## config.mk

```make
export PLATFORM = sky130hd
export DESIGN_NAME = uart_tx_frame_arbiter_flat
export DESIGN_NICKNAME = d
export VERILOG_FILES = /design/src/rtl/uart_tx_frame_arbiter_if.sv /design/src/rtl/uart_tx_frame_arbiter.sv /design/src/flat_wrapper.sv
export SDC_FILE = /design/constraint.sdc
export NUM_CORES = 1
export LEC_CHECK = 0
export CAP_MARGIN = 20
export CORE_MARGIN = 5
export CORE_UTILIZATION = 50
export CTS_CLUSTER_SIZE = 20
export DETAILED_ROUTE_END_ITERATION = 6
export PLACE_DENSITY = 0.9
export SLEW_MARGIN = 10
export SYNTH_ARGS = -nofsm -noshare
export SYNTH_HDL_FRONTEND = slang
export SYNTH_SLANG_ARGS = --single-unit
```

## constraint.sdc

```tcl
create_clock -name sys_clk -period 3.45 [get_ports sys_clk]
set_clock_uncertainty 0.2 [all_clocks]
set_input_delay 0.69 -clock sys_clk [delete_from_list [all_inputs] [get_ports sys_clk]]
set_output_delay 0.69 -clock sys_clk [all_outputs]
set_load 0.01 [all_outputs]
```

## src/rtl/uart_tx_frame_arbiter_if.sv

```systemverilog
`default_nettype none
// +--------------------------------------------------------------------------+
// | uart_tx_frame_arbiter_if                                                 |
// | Requester side and UART TX byte stream of the frame arbiter.             |
// | Revision: 1.0                                                            |
// +--------------------------------------------------------------------------+
interface uart_tx_frame_arbiter_if #(
    parameter int NUM_REQ = 4
);
    logic [NUM_REQ-1:0]   req;
    logic [8*NUM_REQ-1:0] req_data;
    logic [NUM_REQ-1:0]   ack;
    logic                 tx_valid;
    logic [7:0]           tx_data;
    logic                 tx_ready;

    // master: the arbiter itself; slave: requesters plus the TX byte engine
    modport master (
        input  req,
        input  req_data,
        input  tx_ready,
        output ack,
        output tx_valid,
        output tx_data
    );

    modport slave (
        output req,
        output req_data,
        output tx_ready,
        input  ack,
        input  tx_valid,
        input  tx_data
    );
endinterface
`default_nettype wire

```

## src/rtl/uart_tx_frame_arbiter.sv

```systemverilog
`default_nettype none
// +--------------------------------------------------------------------------+
// | uart_tx_frame_arbiter                                                    |
// | Round-robin sharing of one UART TX byte engine; each grant sends a       |
// | 4-byte frame: header, requester ID, payload, XOR checksum.               |
// | Revision: 1.0                                                            |
// +--------------------------------------------------------------------------+
module uart_tx_frame_arbiter #(
    parameter int         NUM_REQ = 4,
    parameter logic [7:0] HEADER  = 8'hA5
) (
    input  logic                    sys_clk,
    input  logic                    sys_rst_n,
    uart_tx_frame_arbiter_if.master bus,
    output logic                    busy,
    output logic [15:0]             frame_cnt
);
    localparam int IDW = $clog2(NUM_REQ);

    typedef enum logic [2:0] {
        S_IDLE = 3'd0,
        S_HDR  = 3'd1,
        S_ID   = 3'd2,
        S_PAY  = 3'd3,
        S_CSUM = 3'd4,
        S_DONE = 3'd5
    } state_t;

    state_t             state_q,     state_d;
    logic [IDW-1:0]     ptr_q,       ptr_d;
    logic [IDW-1:0]     gid_q,       gid_d;
    logic [7:0]         pay_q,       pay_d;
    logic               tx_valid_q,  tx_valid_d;
    logic [7:0]         tx_data_q,   tx_data_d;
    logic [NUM_REQ-1:0] ack_q,       ack_d;
    logic [15:0]        frame_cnt_q, frame_cnt_d;

    logic               grant_found;
    logic [IDW-1:0]     grant_idx;
    logic [7:0]         grant_pay;
    logic [7:0]         id_byte;
    int                 cand;
    logic [IDW-1:0]     cand_idx;

    assign id_byte = 8'(gid_q);

    // First requester at or after the pointer, wrapping past NUM_REQ-1
    always_comb begin
        grant_found = 1'b0;
        grant_idx   = '0;
        cand        = 0;
        cand_idx    = '0;
        for (int i = 0; i < NUM_REQ; i++) begin
            cand = int'(ptr_q) + i;
            if (cand >= NUM_REQ) begin
                cand = cand - NUM_REQ;
            end
            cand_idx = IDW'(cand);
            if (!grant_found && bus.req[cand_idx]) begin
                grant_found = 1'b1;
                grant_idx   = cand_idx;
            end
        end
    end

    always_comb begin
        grant_pay = 8'h00;
        for (int j = 0; j < NUM_REQ; j++) begin
            if (grant_idx == IDW'(j)) begin
                grant_pay = bus.req_data[8*j +: 8];
            end
        end
    end

    always_comb begin
        state_d     = state_q;
        ptr_d       = ptr_q;
        gid_d       = gid_q;
        pay_d       = pay_q;
        tx_valid_d  = tx_valid_q;
        tx_data_d   = tx_data_q;
        ack_d       = '0;
        frame_cnt_d = frame_cnt_q;

        case (state_q)
            S_IDLE: begin
                if (grant_found) begin
                    gid_d      = grant_idx;
                    pay_d      = grant_pay;
                    state_d    = S_HDR;
                    tx_valid_d = 1'b1;
                    tx_data_d  = HEADER;
                end
            end
            S_HDR: begin
                if (bus.tx_ready) begin
                    state_d   = S_ID;
                    tx_data_d = id_byte;
                end
            end
            S_ID: begin
                if (bus.tx_ready) begin
                    state_d   = S_PAY;
                    tx_data_d = pay_q;
                end
            end
            S_PAY: begin
                if (bus.tx_ready) begin
                    state_d   = S_CSUM;
                    tx_data_d = HEADER ^ id_byte ^ pay_q;
                end
            end
            S_CSUM: begin
                // Completion side effects land together so they are visible in DONE
                if (bus.tx_ready) begin
                    state_d     = S_DONE;
                    tx_valid_d  = 1'b0;
                    ack_d       = NUM_REQ'(1) << gid_q;
                    frame_cnt_d = frame_cnt_q + 16'd1;
                    ptr_d       = (gid_q == IDW'(NUM_REQ - 1)) ? '0 : gid_q + 1'b1;
                end
            end
            S_DONE: begin
                state_d = S_IDLE;
            end
            default: begin
                state_d = S_IDLE;
            end
        endcase
    end

    always_ff @(posedge sys_clk) begin
        if (!sys_rst_n) begin
            state_q     <= S_IDLE;
            ptr_q       <= '0;
            gid_q       <= '0;
            pay_q       <= 8'h00;
            tx_valid_q  <= 1'b0;
            tx_data_q   <= 8'h00;
            ack_q       <= '0;
            frame_cnt_q <= 16'h0000;
        end else begin
            state_q     <= state_d;
            ptr_q       <= ptr_d;
            gid_q       <= gid_d;
            pay_q       <= pay_d;
            tx_valid_q  <= tx_valid_d;
            tx_data_q   <= tx_data_d;
            ack_q       <= ack_d;
            frame_cnt_q <= frame_cnt_d;
        end
    end

    assign bus.tx_valid = tx_valid_q;
    assign bus.tx_data  = tx_data_q;
    assign bus.ack      = ack_q;
    assign busy         = (state_q != S_IDLE);
    assign frame_cnt    = frame_cnt_q;
endmodule
`default_nettype wire

```

## src/flat_wrapper.sv

```systemverilog
// flat-port wrapper written by rule: the top's interface ports become plain ports
module uart_tx_frame_arbiter_flat 
#(
    parameter int         NUM_REQ = 4,
    parameter logic [7:0] HEADER  = 8'hA5
)
  (sys_clk, sys_rst_n, busy, frame_cnt, bus_req, bus_req_data, bus_tx_ready, bus_ack, bus_tx_valid, bus_tx_data);
  uart_tx_frame_arbiter_if #(.NUM_REQ(NUM_REQ)) bus_i ();
  input  logic sys_clk;
  input  logic sys_rst_n;
  output logic busy;
  output logic [15:0] frame_cnt;
  input wire logic [$bits(bus_i.req)-1:0] bus_req;
  input wire logic [$bits(bus_i.req_data)-1:0] bus_req_data;
  input wire logic [$bits(bus_i.tx_ready)-1:0] bus_tx_ready;
  output wire logic [$bits(bus_i.ack)-1:0] bus_ack;
  output wire logic [$bits(bus_i.tx_valid)-1:0] bus_tx_valid;
  output wire logic [$bits(bus_i.tx_data)-1:0] bus_tx_data;
  assign bus_i.req = bus_req;
  assign bus_i.req_data = bus_req_data;
  assign bus_i.tx_ready = bus_tx_ready;
  assign bus_ack = bus_i.ack;
  assign bus_tx_valid = bus_i.tx_valid;
  assign bus_tx_data = bus_i.tx_data;
  uart_tx_frame_arbiter #(.NUM_REQ(NUM_REQ), .HEADER(HEADER)) u_core (.sys_clk(sys_clk), .sys_rst_n(sys_rst_n), .bus(bus_i), .busy(busy), .frame_cnt(frame_cnt));
endmodule
```

* Yosys cells after proc, flatten, opt, wreduce, memory -nomap -nowiden
Cells that the tools add are included.
** Storage, ports and cells
- Register bits :: 44
- Output and inout port bits :: 30
- Input port bits :: 39
** Operators by class
- Equal/unequal tests :: 13
- Order comparisons :: 8
- Reduce and logical (&&, ||, !) cells :: 17
- Bitwise gates (word level) :: 2
- Mux-type cells :: 39
- Shift operators :: 1
- Add/sub/neg operators :: 9
** Operators with widths (count)
- 2-to-1 mux 8 bit :: 8
- case mux 8 bit (4 select lines) :: 1
- 2-to-1 mux 2 bit :: 9
- adder 16 x 1 -> 16 bit, second input constant :: 1
- 2-to-1 mux 3 bit :: 5
- case mux 3 bit (5 select lines) :: 1
- < comparator 2 x 3 -> 1 bit, second input constant :: 4
- 2-to-1 mux 1 bit :: 10
- AND reduction 5 bit :: 2
- >= comparator 3 bit, second input constant :: 3
- binary-select mux 1 bit (select 2 bit) :: 4
- inequality test 2 bit, second input constant :: 4
- subtractor 2 x 1 -> 2 bit, second input constant :: 4
- XOR 8 bit :: 1
- adder 2 x 2 -> 3 bit, second input constant :: 2
- equality test 2 bit, second input constant :: 3
- equality test 3 x 2 -> 1 bit, second input constant :: 2
- AND reduction 3 bit :: 2
- NOT 1 -> 4 bit :: 1
- AND reduction 2 bit :: 2
- nonzero test 4 bit :: 1
- left shift 1 x 2 -> 4 bit, first input constant :: 1
- adder 2 x 1 -> 3 bit, second input constant :: 1
- equality test 3 x 1 -> 1 bit, second input constant :: 1
- 12 further kinds :: 16

* Longest topological paths before layout
Gate-level depths: netlist of the first run.
- Depth in word-level cells :: 19
- Gate-level depth with buffers :: 8
- Gate-level depth less buffers :: 5

* Worst setup path before layout of the first run
OpenSTA, ideal clock, no wires.
- Path type :: input-to-reg
- Start point :: input port bus_tx_ready
- End point :: register u_core.frame_cnt_q[6] (netlist: u_core.frame_cnt[6])
- Stages on the path :: 8
- Buffers on the path :: 3
- Library setup time :: 115 ps
- Arrival time :: 1791 ps
- Required time :: 3135 ps
- Slack :: 1344 ps
- Cells stage by stage :: buf_4 -> and4bb_1 -> buf_6 -> and3_4 -> buf_6 -> nand4_1 -> xnor2_1 -> and2_1
** On the way
- Word-level cells in the longest chain between the ends :: 1
** Ends and longest elaborated chain
- start: declaration :: RTL line flat_wrapper.sv:15 : input wire logic [$bits(bus_i.tx_ready)-1:0] bus_tx_ready;
- AND reduction 2 bit (no line)
- end signal: assignment :: RTL line uart_tx_frame_arbiter.sv:150 : frame_cnt_q <= frame_cnt_d;
- end: declaration :: RTL line uart_tx_frame_arbiter.sv:36 : logic [15:0] frame_cnt_q, frame_cnt_d;
Every way passes these cells.
A chain may end at the register's enable or synchronous reset.

* Worst setup path in the final report of the first run
- Start point :: register u_core.state_q[1]
- End point :: output port busy
** On the way
- Word-level cells in the longest chain between the ends :: 1
** Ends and longest elaborated chain
- start: declaration :: RTL line uart_tx_frame_arbiter.sv:29 : state_t state_q, state_d;
- start signal: assignment :: RTL line uart_tx_frame_arbiter.sv:143 : state_q <= state_d;
- nonzero test 3 bit :: RTL line uart_tx_frame_arbiter.sv:157 : assign busy = (state_q != S_IDLE);
- end: declaration :: RTL line flat_wrapper.sv:11 : output logic busy;
Every way passes these cells.

==> metrics list, run 1 <==
- For this run, global-route usage on met1 was measured as 0.192.
* Largest net degree at the start of global routing: 22
- In the final routed layout, each cell accounts on average for 13.8 um.
- Critical path's largest stage delay: 0.64 ns
* Total Routing Usage GR: 0.163
- The clock passes through at most 2 buffers.
* Cell area after technology mapping: 2280 um^2
- Counting tap cells, the placed design contains a total of 354 instances.
- Buffer count from post-CTS setup fixing: 0
* Main area contributors after synthesis: dfxtp_1 39%, mux2i_1 7.0%, xnor2_1 6.5%
- Count of hold buffers inserted by post-cts repair: 0
* Busiest layer in global routing: met2
* Via density per instance: 5.40
- Counting buffers and inverters, the worst setup path is 2 cells deep.
* Startpoint of the lowest-slack hold path: u_core.pay_q[6]
- Worst-Skew Late Latency: 0.30 ns
- The run finished with clean final reports.
* Fin crit share: 0.753
- In the final layout, the share of cells above drive strength 1 is 0.0521.
- From bottom edge to top edge, the die measures 77.5 um.
- Post-synthesis cell type with the largest combined area: dfxtp_1
- Layout net count: 350
* Antenna violations before repair: 0
- Measured in cells, the most critical reg-to-reg path has a length of 5.
* Count of antenna-violating nets left after detailed routing: 0
- Max stage delay cell, worst path: dfxtp_1
- In this design, the largest share of critical-path delay is due to flip-flops.
- The most common cell in the synthesized netlist is dfxtp_1.
- Final Total Pwr: 1.08 mW
- Of the total synthesized cell area, the portion taken by AND, OR, NAND and NOR gates is 0.261.
* Sequential-to-total area share from yosys stat: 0.387
* Unrepaired setup endpoints after global routing: false
- For this run, design rule violations remaining after detail routing come to 0.
- Arrival time of the worst setup path: 1.71 ns
* Final routed wirelength across all metal layers: 4970 um
- Final Wtd Congestion: 0.782
- Headroom to the max-slew limit: 0.518
- Synthesis warning total: 0
- Row count: 24
- By startpoint and endpoint, the worst setup path is classified as reg2out.
- Clock tree sinks: 44
- The placed instances occupy a cell area of 2940 um^2.
- After filler insertion, the fill cell instance count of the layout stands at 348.
- DIE AREA: 6000 um^2
- Maximum capacitance violations: 0
* Clock period minus final worst setup slack: 2.60 ns
- The HPWL after detailed placement is 3790 um.
- Mux contribution to synthesized area: 0.0704
- The via count of the first global-routing pass is 1,843.
- Counting the buffers created by CTS gives 5.
* Combinational family with the most area after synthesis: simple AND/OR/NAND/NOR gates
- The synthesized-area fraction occupied by ao, oa, aoi and oai cells is 0.143.
* End of the critical path: busy
- Of the total synthesized cell area, the portion taken by full adders, half adders and majority gates is 0.0110.
* Class of the tightest hold or removal check: reg2reg
- The number of gates resized after CTS was 0.
- Ant diodes: 0
- Setup-violating endpoint count in the final report: 0
* GR Layer Usage met2: 0.288
* Power density over the cells: 359 nW/um^2
- The core region is 4380 um^2.
* Syn_area_per_cell: 9.21 um^2
- Max-slew violation count: 0
* Leading register cell type out of synthesis: dfxtp_1
* Peak supply drop: 200 uV
- Critical path endpoint category: primary output
- Clock-pin slew was measured on the worst setup and hold paths at 0.07 ns.
* Worst path required time: 2.56 ns
* Yosys top cell area share: 0.387
* Static Leakage: 1.08 nW
* Library cells used by synthesis: 50
- First-pass GRT wire length: 8170 um
* Io pins: 69
- Critical path, cell by cell: or3_4, clkdlybuf4s50_1
- Of the total synthesized cell area, the portion taken by XOR and XNOR cells is 0.0731.
- Synth async-reset ratio: 0
- Synth Net Count: 288
- By count the netlist is led by 44 x dfxtp_1, 20 x nand2_1, 19 x nand3_1.
- Across all register-to-register paths, the minimum setup slack is 1.32 ns.
- TritonCTS built the clock tree.
- Count of flip-flops with a built-in enable after synthesis: 0
- Summed over all failing endpoints, the final setup total negative slack is 0 ns.
* Pin slew with the least headroom to its limit: 0.722 ns
- Number of buffer and inverter stages on the critical path: 1
- F_max: 0.385 GHz
- Starting DRC count in detailed routing: 135
* Number of register bits inferred by synthesis: 44
- TritonRoute pass-1 iters: 4
- The initial utilization of the core area, before any placement, comes to 0.519.
- Reg-to-Reg Start: u_core.state_q[1]
- Critical-path maximum fanout: 17
- In this run the critical register-to-register path is captured at u_core.bus.tx_data[0].
- Critical path startpoint category: flop
- The number of endpoints with negative hold slack in the final report came to 0.
* GRT met3 Usage: 0.0544
- The H-tree was split into 2 levels.
- Gate count after technology mapping: 247
* Final non-filler cell total: 359
- Global routing finished with a remaining overflow of 0.
- After routing the design area is 3000 um^2.
- Via total after detailed routing: 1,938
- Buffers placed on the I/O ports in this run total 68.
- The tree is rooted in a clkbuf_8.
* Die span in x: 77.5 um
* Startpoint of the worst setup timing path: u_core.state_q[1]
- Layout area overhead: 32.0%
-- worst min path at each step --
stage                                       end  slack, ns  cells after the start
after floorplan           u_core.bus.tx_data[3]       0.25                      2
after global placement    u_core.bus.tx_data[3]       0.26                      2
after detailed placement  u_core.bus.tx_data[6]       0.27                      2
after CTS                 u_core.bus.tx_data[6]       0.28                      2
after global routing      u_core.bus.tx_data[3]       0.31                      2
final                     u_core.bus.tx_data[6]       0.28                      2
-- kinds of logic (layout without fill, tap and decap cells) --
logic type | count (synthesis) | in the layout
DFF | 44 | 44
AOI/OAI and AO/OA | 44 | 44
muxes | 16 | 16
xor gates and xnor gates | 19 | 19
buffers and inverters | 21 | 81
and+or+nand+nor | 101 | 101
adders and majority gates | 2 | 2
-- through the flow --
stage / worst slack (ns) / hold slack [ns] / utilization
finish: 0.853 / 0.279 / 0.685
global route: 0.767 / 0.309 / 0.685
CTS: 0.840 / 0.285 / 0.685
detailed placement: 0.633 / 0.275 / 0.670
global placement: 0.688 / 0.264 / 0.670
floorplan: 1.34 / 0.247 / -
-- power by group --
part / total (mW) / internal, mW / switching, mW
clock: 0.289 / 0.131 / 0.158
combinational: 0.220 / 0.125 / 0.0953
sequential: 0.570 / 0.538 / 0.0316
total: 1.08 / 0.794 / 0.285
-- registers in the layout, summed over array words and instances (netlist names) --
signal               cells
u_core.frame_cnt        16
u_core.bus.tx_data       8
u_core.pay_q             8
u_core.bus.ack           4
u_core.state_q           3
u_core.gid_q             2
u_core.ptr_q             2
u_core.bus.tx_valid      1
-- layout by cell type, fill, tap and decap left out, drive strengths merged, types with 2 or more instances in the layout --
master	n
a21boi	9
a21oi	8
and2	17
and3	2
and4	3
buf	2
clkbuf	5
clkdlybuf4s50	68
dfxtp	44
ha	2
inv	6
mux2i	16
nand2	20
nand2b	6
nand3	19
nand4	5
nor2	7
nor2b	7
nor3	4
nor3b	5
o21a	2
o21ai	5
o221a	2
o221ai	8
o22ai	3
o31ai	2
or3	2
xnor2	17
xor2	2
-- area by class of cell --
type | instances | area, um^2 | share of cell area
tap | 52 | 65.1 | 0.0217
clock buffer | 5 | 68.8 | 0.0229
sequential | 44 | 881 | 0.293
timing repair buffer | 70 | 696 | 0.232
inverter | 6 | 22.5 | 0.00750
multi-input combinational | 182 | 1270 | 0.423
-- worst min-delay path, stage by stage (launching register included) --
cell and delay, ns:
dfxtp_1 0.32, nand3_1 0.06, a21boi_1 0.05
-- routing by layer --
metal	vias to the layer above	wire length, um
met5	-	0
li1	994	-
met2	57	2390
met3	3	347
met4	0	38
met1	884	2190
Power figures use the tool's default switching activity.
==> run 2: changes to the inputs <==
--- a/config.mk
+++ b/config.mk
@@ -7,10 +7,10 @@
 export LEC_CHECK = 0
 export CAP_MARGIN = 20
 export CORE_MARGIN = 5
-export CORE_UTILIZATION = 50
+export CORE_UTILIZATION = 47
 export CTS_CLUSTER_SIZE = 20
 export DETAILED_ROUTE_END_ITERATION = 6
-export PLACE_DENSITY = 0.9
+export PLACE_DENSITY = 0.86
 export SLEW_MARGIN = 10
 export SYNTH_ARGS = -nofsm -noshare
 export SYNTH_HDL_FRONTEND = slang
==> constraint.sdc (replaced) <==
create_clock -name sys_clk -period 2.7 [get_ports sys_clk]
set_clock_uncertainty 0.2 [all_clocks]
set_input_delay 0.54 -clock sys_clk [delete_from_list [all_inputs] [get_ports sys_clk]]
set_output_delay 0.54 -clock sys_clk [all_outputs]
set_load 0.01 [all_outputs]
==> metrics list, run 2 (synthesized netlist as in run 1, its figures left out) <==
- In this run the vertical extent of the chip is 79.6 um.
* Starting utilization of the core area: 0.482
- Register-to-Register Setup Slack: 0.58 ns
- Maximum count of clock buffers along a single path: 2
* Power density over the cells: 472 nW/um^2
- The floorplan has 25 rows.
- F_max: 0.405 GHz
- Area of the multi-input gates: 1270 um^2
- Number of CTS-inserted buffers: 5
* Fraction of layout instances using a drive strength above 1: 0.0673
- In the routed design, unresolved DRC markers number 0.
- Critical path endpoint category: primary output
- Status: finished, final reports clean
- Maximum capacitance violations: 0
* Clock period minus final worst setup slack: 2.47 ns
- Class of the tightest hold or removal check: reg2reg
- Layout net count: 353
- Via total after detailed routing: 2,001
* Starting DRC count in detailed routing: 129
* Unrepaired setup endpoints after global routing: false
- On the worst path, the slowest cell contributes a delay of 0.66 ns.
* Buffer count from post-CTS setup fixing: 0
- First-pass GRT wire length: 8640 um
* Post-cts sizing count: 0
- Die span in x: 79.6 um
- Total grt overflow: 0
- Critical-path maximum fanout: 17
* Worst path required time: 1.96 ns
- STA classifies the critical path startpoint as a flop.
- Pin placement for this block handled 69 I/O pins.
- Pin slew with the least headroom to its limit: 0.693 ns
* Clock root buffer: clkbuf_8
- The die covers 6330 um^2.
- The repair_antennas step left the layout with diodes totalling 0.
- Number of endpoints with negative hold slack in the final report: 0
* Setup TNS after final layout: 0 ns
- Max stage delay cell, worst path: dfxtp_1
* Largest net degree at the start of global routing: 28
* Total Routing Usage GR: 0.171
- Via density per instance: 5.28
- The tree built by TritonCTS fans out to 44 sinks.
* Wire length per cell after detailed routing: 13.2 um
* H-tree levels: 2
- CP delay by family, top: flip-flops
* TritonCTS clock tree: built
* Count of antenna-violating nets left after detailed routing: 0
- Worst-Skew Late Latency: 0.29 ns
- Most common cell after layout, fill and taps aside: clkdlybuf4s50_1
- Hold is met by 0.290 ns.
* Half-perimeter wire length after detailed placement: 3820 um
- Walking the worst path, the cells encountered are or3_4, clkdlybuf4s50_1.
- Across the VDD grid, the largest voltage drop is 242 uV.
- Dividing the final minimum period by the clock period gives 0.915.
- Hold repair after CTS inserted 0 buffers.
- Commonest cells after routing, fill and taps aside: 68 x clkdlybuf4s50_1, 44 x dfxtp_1, 20 x nand2_1
- Layout area overhead: 35.6%
- TritonRoute pass-1 iters: 4
- In this run the static leakage power is 1.12 nW.
- Vias in the first global route: 1,954
- Kind of critical path: reg2out
* Sequential standard cell area: 881 um^2
- Fill cells in the final layout number 390.
- The register with the most flip-flops in the layout has 16 of them.
- The count of buffers added on input and output ports is 68.
- The number of antenna violations at the first check in global routing came to 0.
- Setup violations remaining at the end of the flow were counted as 0.
- Number of buffer and inverter stages on the critical path: 1
- Register clock-pin slew on the reported worst setup and hold paths: 0.08 ns
- Routability-driven placement finished with a final weighted congestion of 0.776.
* Arrival time of the worst setup path: 1.73 ns
- The count of pins over their slew limit is 0.
* Final routed wirelength across all metal layers: 5010 um
- Core Region: 4720 um^2
- Headroom to the max-slew limit came out at 0.537.
- Core Util, Final: 0.653
-- run 2: cell types whose count changed in the layout (fill, tap and decap cells not counted), sizes merged --
cell    delta
buf        +3
clkbuf     +2
-- run 2: power breakdown --
part,internal (mW),total (mW),switching (mW)
combinational,0.165,0.289,0.124
clock,0.228,0.437,0.209
sequential,0.688,0.729,0.0417
-- run 2: worst paths after layout --
| check | start | end | cells past startpoint |
|---|---|---|---|
| worst max-delay path | u_core.state_q[1] | busy | 2 |
| worst min-delay path | u_core.pay_q[6] | u_core.bus.tx_data[6] | 2 |
| worst max register to register | u_core.state_q[1] | u_core.bus.tx_data[3] | 5 |
| worst min register to register | u_core.pay_q[6] | u_core.bus.tx_data[6] | 2 |
-- run 2: per-stage QoR --
step           instance area (um^2)  total power, mW  instances  setup WS, ns
6_report                       3090             1.45        379         0.228
5_1_grt                        3090             1.54        379         0.129
4_1_cts                        3090             1.46        379         0.232
3_5_place_dp                   2990             1.03        372         0.143
3_3_place_gp                   2990             1.03        372         0.210
2_1_floorplan                  2280            0.905        247         0.744
-- run 2: area by class of cell --
| type | count | area share |
|---|---|---|
| Timing Repair Buffer | 73 | 0.237 |
| Tap cell | 67 | 0.0272 |
| Multi-Input combinational cell | 182 | 0.412 |
| Clock buffer | 7 | 0.0312 |
| Sequential cell | 44 | 0.285 |
| Inverter | 6 | 0.00730 |
-- run 2: worst min-delay path: stages (launching register included) --
cell and delay, ns:
dfxtp_1 0.32, nand3_1 0.06, a21boi_1 0.06
-- run 2: per-layer routing --
| metal | global-route usage | vias to the layer above | wire, um |
|---|---|---|---|
| li1 | - | 1002 | - |
| met1 | 0.196 | 925 | 2090 |
| met2 | 0.297 | 66 | 2440 |
| met3 | 0.0576 | 8 | 397 |
| met4 | 0.0584 | 0 | 80 |
| met5 | 0 | - | 0 |
==> run 3: changes to the inputs <==
--- a/config.mk
+++ b/config.mk
@@ -10,7 +10,7 @@
 export CORE_UTILIZATION = 47
 export CTS_CLUSTER_SIZE = 20
 export DETAILED_ROUTE_END_ITERATION = 6
-export PLACE_DENSITY = 0.86
+export PLACE_DENSITY = 0.8
 export SLEW_MARGIN = 10
 export SYNTH_ARGS = -nofsm -noshare
 export SYNTH_HDL_FRONTEND = slang
==> metrics list, run 3 (synthesized netlist as in run 1, its figures left out) <==
* Status: finished, final reports clean
- Net Sw Frac: 0.262
- Peak supply drop: 322 uV
* Arrival time of the worst setup path: 1.67 ns
* Antenna violations before repair: 0
- CTS placed an instance of clkbuf_8 at the clock tree root.
* Clock period minus final worst setup slack: 2.41 ns
- Maximum capacitance violations: 0
- H-tree levels: 2
- The completed layout was analyzed and its total power is 1.40 mW.
- In the finished design, the share of the clock period the worst path needs comes to 0.892.
- The worst hold path belongs to the class reg2reg.
* DIE AREA: 6330 um^2
* DRC Markers: 0
- Setup violations remaining at the end of the flow were counted as 0.
- F_max: 0.415 GHz
- Headroom to the max-slew limit: 0.547
- Net switching power of the design: 0.366 mW
- Worst path required time: 1.96 ns
- Met1 usage in global routing: 0.195
- Layout net count: 353
* Worst-Skew Late Latency: 0.29 ns
- Post-cts sizing count: 0
- Max-slew violation count: 0
- For this design the ratio of total power to cell area is 455 nW/um^2.
- Final Wtd Congestion: 0.774
- In this run the remaining antenna-violating nets after routing total 0.
* Fraction of layout instances using a drive strength above 1: 0.0641
- In the final timing run, aggregate negative setup slack is 0 ns.
- Relative to the synthesized area, the layout overhead comes to 34.7%.
- STA classifies the critical path startpoint as a flop.
- In the global route stage, met2 resource usage came out at 0.280.
* First-pass GRT wire length: 8310 um
* Internal power: 1.03 mW
- Clock tree synthesis inserted a total of 5 buffers.
- Together, buffers and inverters on the worst path number 1.
- Commonest cells after routing, fill and taps aside: 68 x clkdlybuf4s50_1, 44 x dfxtp_1, 20 x nand2_1
- Leaving out fill and tap cells, the most frequent cell in the layout is clkdlybuf4s50_1.
* Die span in x: 79.6 um
- Maximum count of clock buffers along a single path: 2
- GRT met3 Usage: 0.0564
- The worst setup path is of the reg2out kind.
- The register with the most flip-flops in the layout has 16 of them.
- The via count of the first global-routing pass was 1,939.
- IO buf count: 68
- TritonRoute pass-1 iters: 4
* Via total after detailed routing: 1,935
- Count of hold buffers inserted by post-cts repair: 0
- The number of endpoints with negative hold slack in the final report was 0.
- Sequential cell fraction of total power: 0.519
* TritonCTS clock tree: built
- In this run the count of I/O pins placed on the die edge is 69.
- In this run, the number of DRC markers left after iteration 0 of detailed routing was 102.
* Ant diodes: 0
- The worst setup path is captured at a primary output.
- Row count: 25
- The signal on the critical path passes through or3_4, clkdlybuf4s50_1.
- Core Region: 4720 um^2
* Busiest layer in global routing: met2
- Total Routing Usage GR: 0.164
- The clock drives 44 sinks.
- Pin slew with the least headroom to its limit: 0.678 ns
- On the worst path, the slowest cell contributes a delay of 0.49 ns.
- The HPWL after detailed placement is 3640 um.
- Wire length per cell after detailed routing: 12.8 um
- Setup repair after global routing left no endpoint under its margin.
* CP delay by family, top: buffers and inverters
- Entering global routing, the biggest net connects 29 pins.
- Post-CTS timing repair inserted 0 buffers for setup.
- Max stage delay cell, worst path: clkdlybuf4s50_1
* Part of the power in combinational logic: 0.210
* Register clock-pin slew on the reported worst setup and hold paths: 0.08 ns
- After detailed routing, the number of vias per cell comes to 5.11.
- Starting utilization of the core area: 0.482
- For this design the static power due to leakage is 1.11 nW.
- Of all nets on the critical path, the largest fanout is 13.
- Of the total power, the clock network draws 0.271.
- Total grt overflow: 0
- Final routed wirelength across all metal layers: 4840 um
- From bottom edge to top edge, the die measures 79.6 um.
-- run 3: path summary, 6_finish.rpt --
kind	startpoint	to	slack, ns	cells after the start
max reg2reg	u_core.state_q[0]	u_core.pay_q[0]	0.65	4
min reg2reg	u_core.bus.tx_data[3]	u_core.bus.tx_data[3]	0.27	2
min	u_core.bus.tx_data[3]	u_core.bus.tx_data[3]	0.27	2
max	u_core.state_q[0]	busy	0.29	2
-- run 3: worst reg2reg max path: stages, from the launching register on --
cell      delay, ns
dfxtp_1        0.44
or3_4          0.46
nor2_1         0.30
nand3_1        0.29
o221ai_1       0.29
-- run 3: layout make-up --
| class | instances | area [um^2] |
|---|---|---|
| Clock buffer | 6 | 72.6 |
| Clock inverter | 1 | 5.00 |
| Fill cell | 410 | 1660 |
| Inverter | 6 | 22.5 |
| Multi-Input combinational cell | 182 | 1270 |
| Sequential cell | 44 | 881 |
| Tap cell | 67 | 83.8 |
| Timing Repair Buffer | 73 | 731 |
-- run 3: per-stage QoR --
| stage | instance area (um^2) | utilization | cells | setup slack [ns] | hold WS [ns] |
|---|---|---|---|---|---|
| 6_report | 3070 | 0.649 | 379 | 0.292 | 0.274 |
| 5_1_grt | 3070 | 0.649 | 379 | 0.218 | 0.307 |
| 4_1_cts | 3070 | 0.649 | 379 | 0.278 | 0.277 |
| 3_5_place_dp | 2990 | 0.633 | 372 | 0.162 | 0.263 |
| 3_3_place_gp | 2990 | 0.633 | 372 | 0.204 | 0.261 |
| 2_1_floorplan | 2280 | - | 247 | 0.744 | 0.247 |
-- run 3: power groups by stage --
stage	combinational, mW	sequential [mW]	clock [mW]
4_1_cts	0.295	0.724	0.393
5_1_grt	0.324	0.730	0.422
3_3_place_gp	0.291	0.738	0
2_1_floorplan	0.175	0.730	0
3_5_place_dp	0.293	0.738	0
6_report	0.293	0.724	0.378
-- run 3: per-layer routing --
layer / vias up / part of all wire
met5: - / 0
met4: 0 / 0.0031
met3: 2 / 0.078
met2: 67 / 0.46
met1: 862 / 0.45
li1: 1004 / -
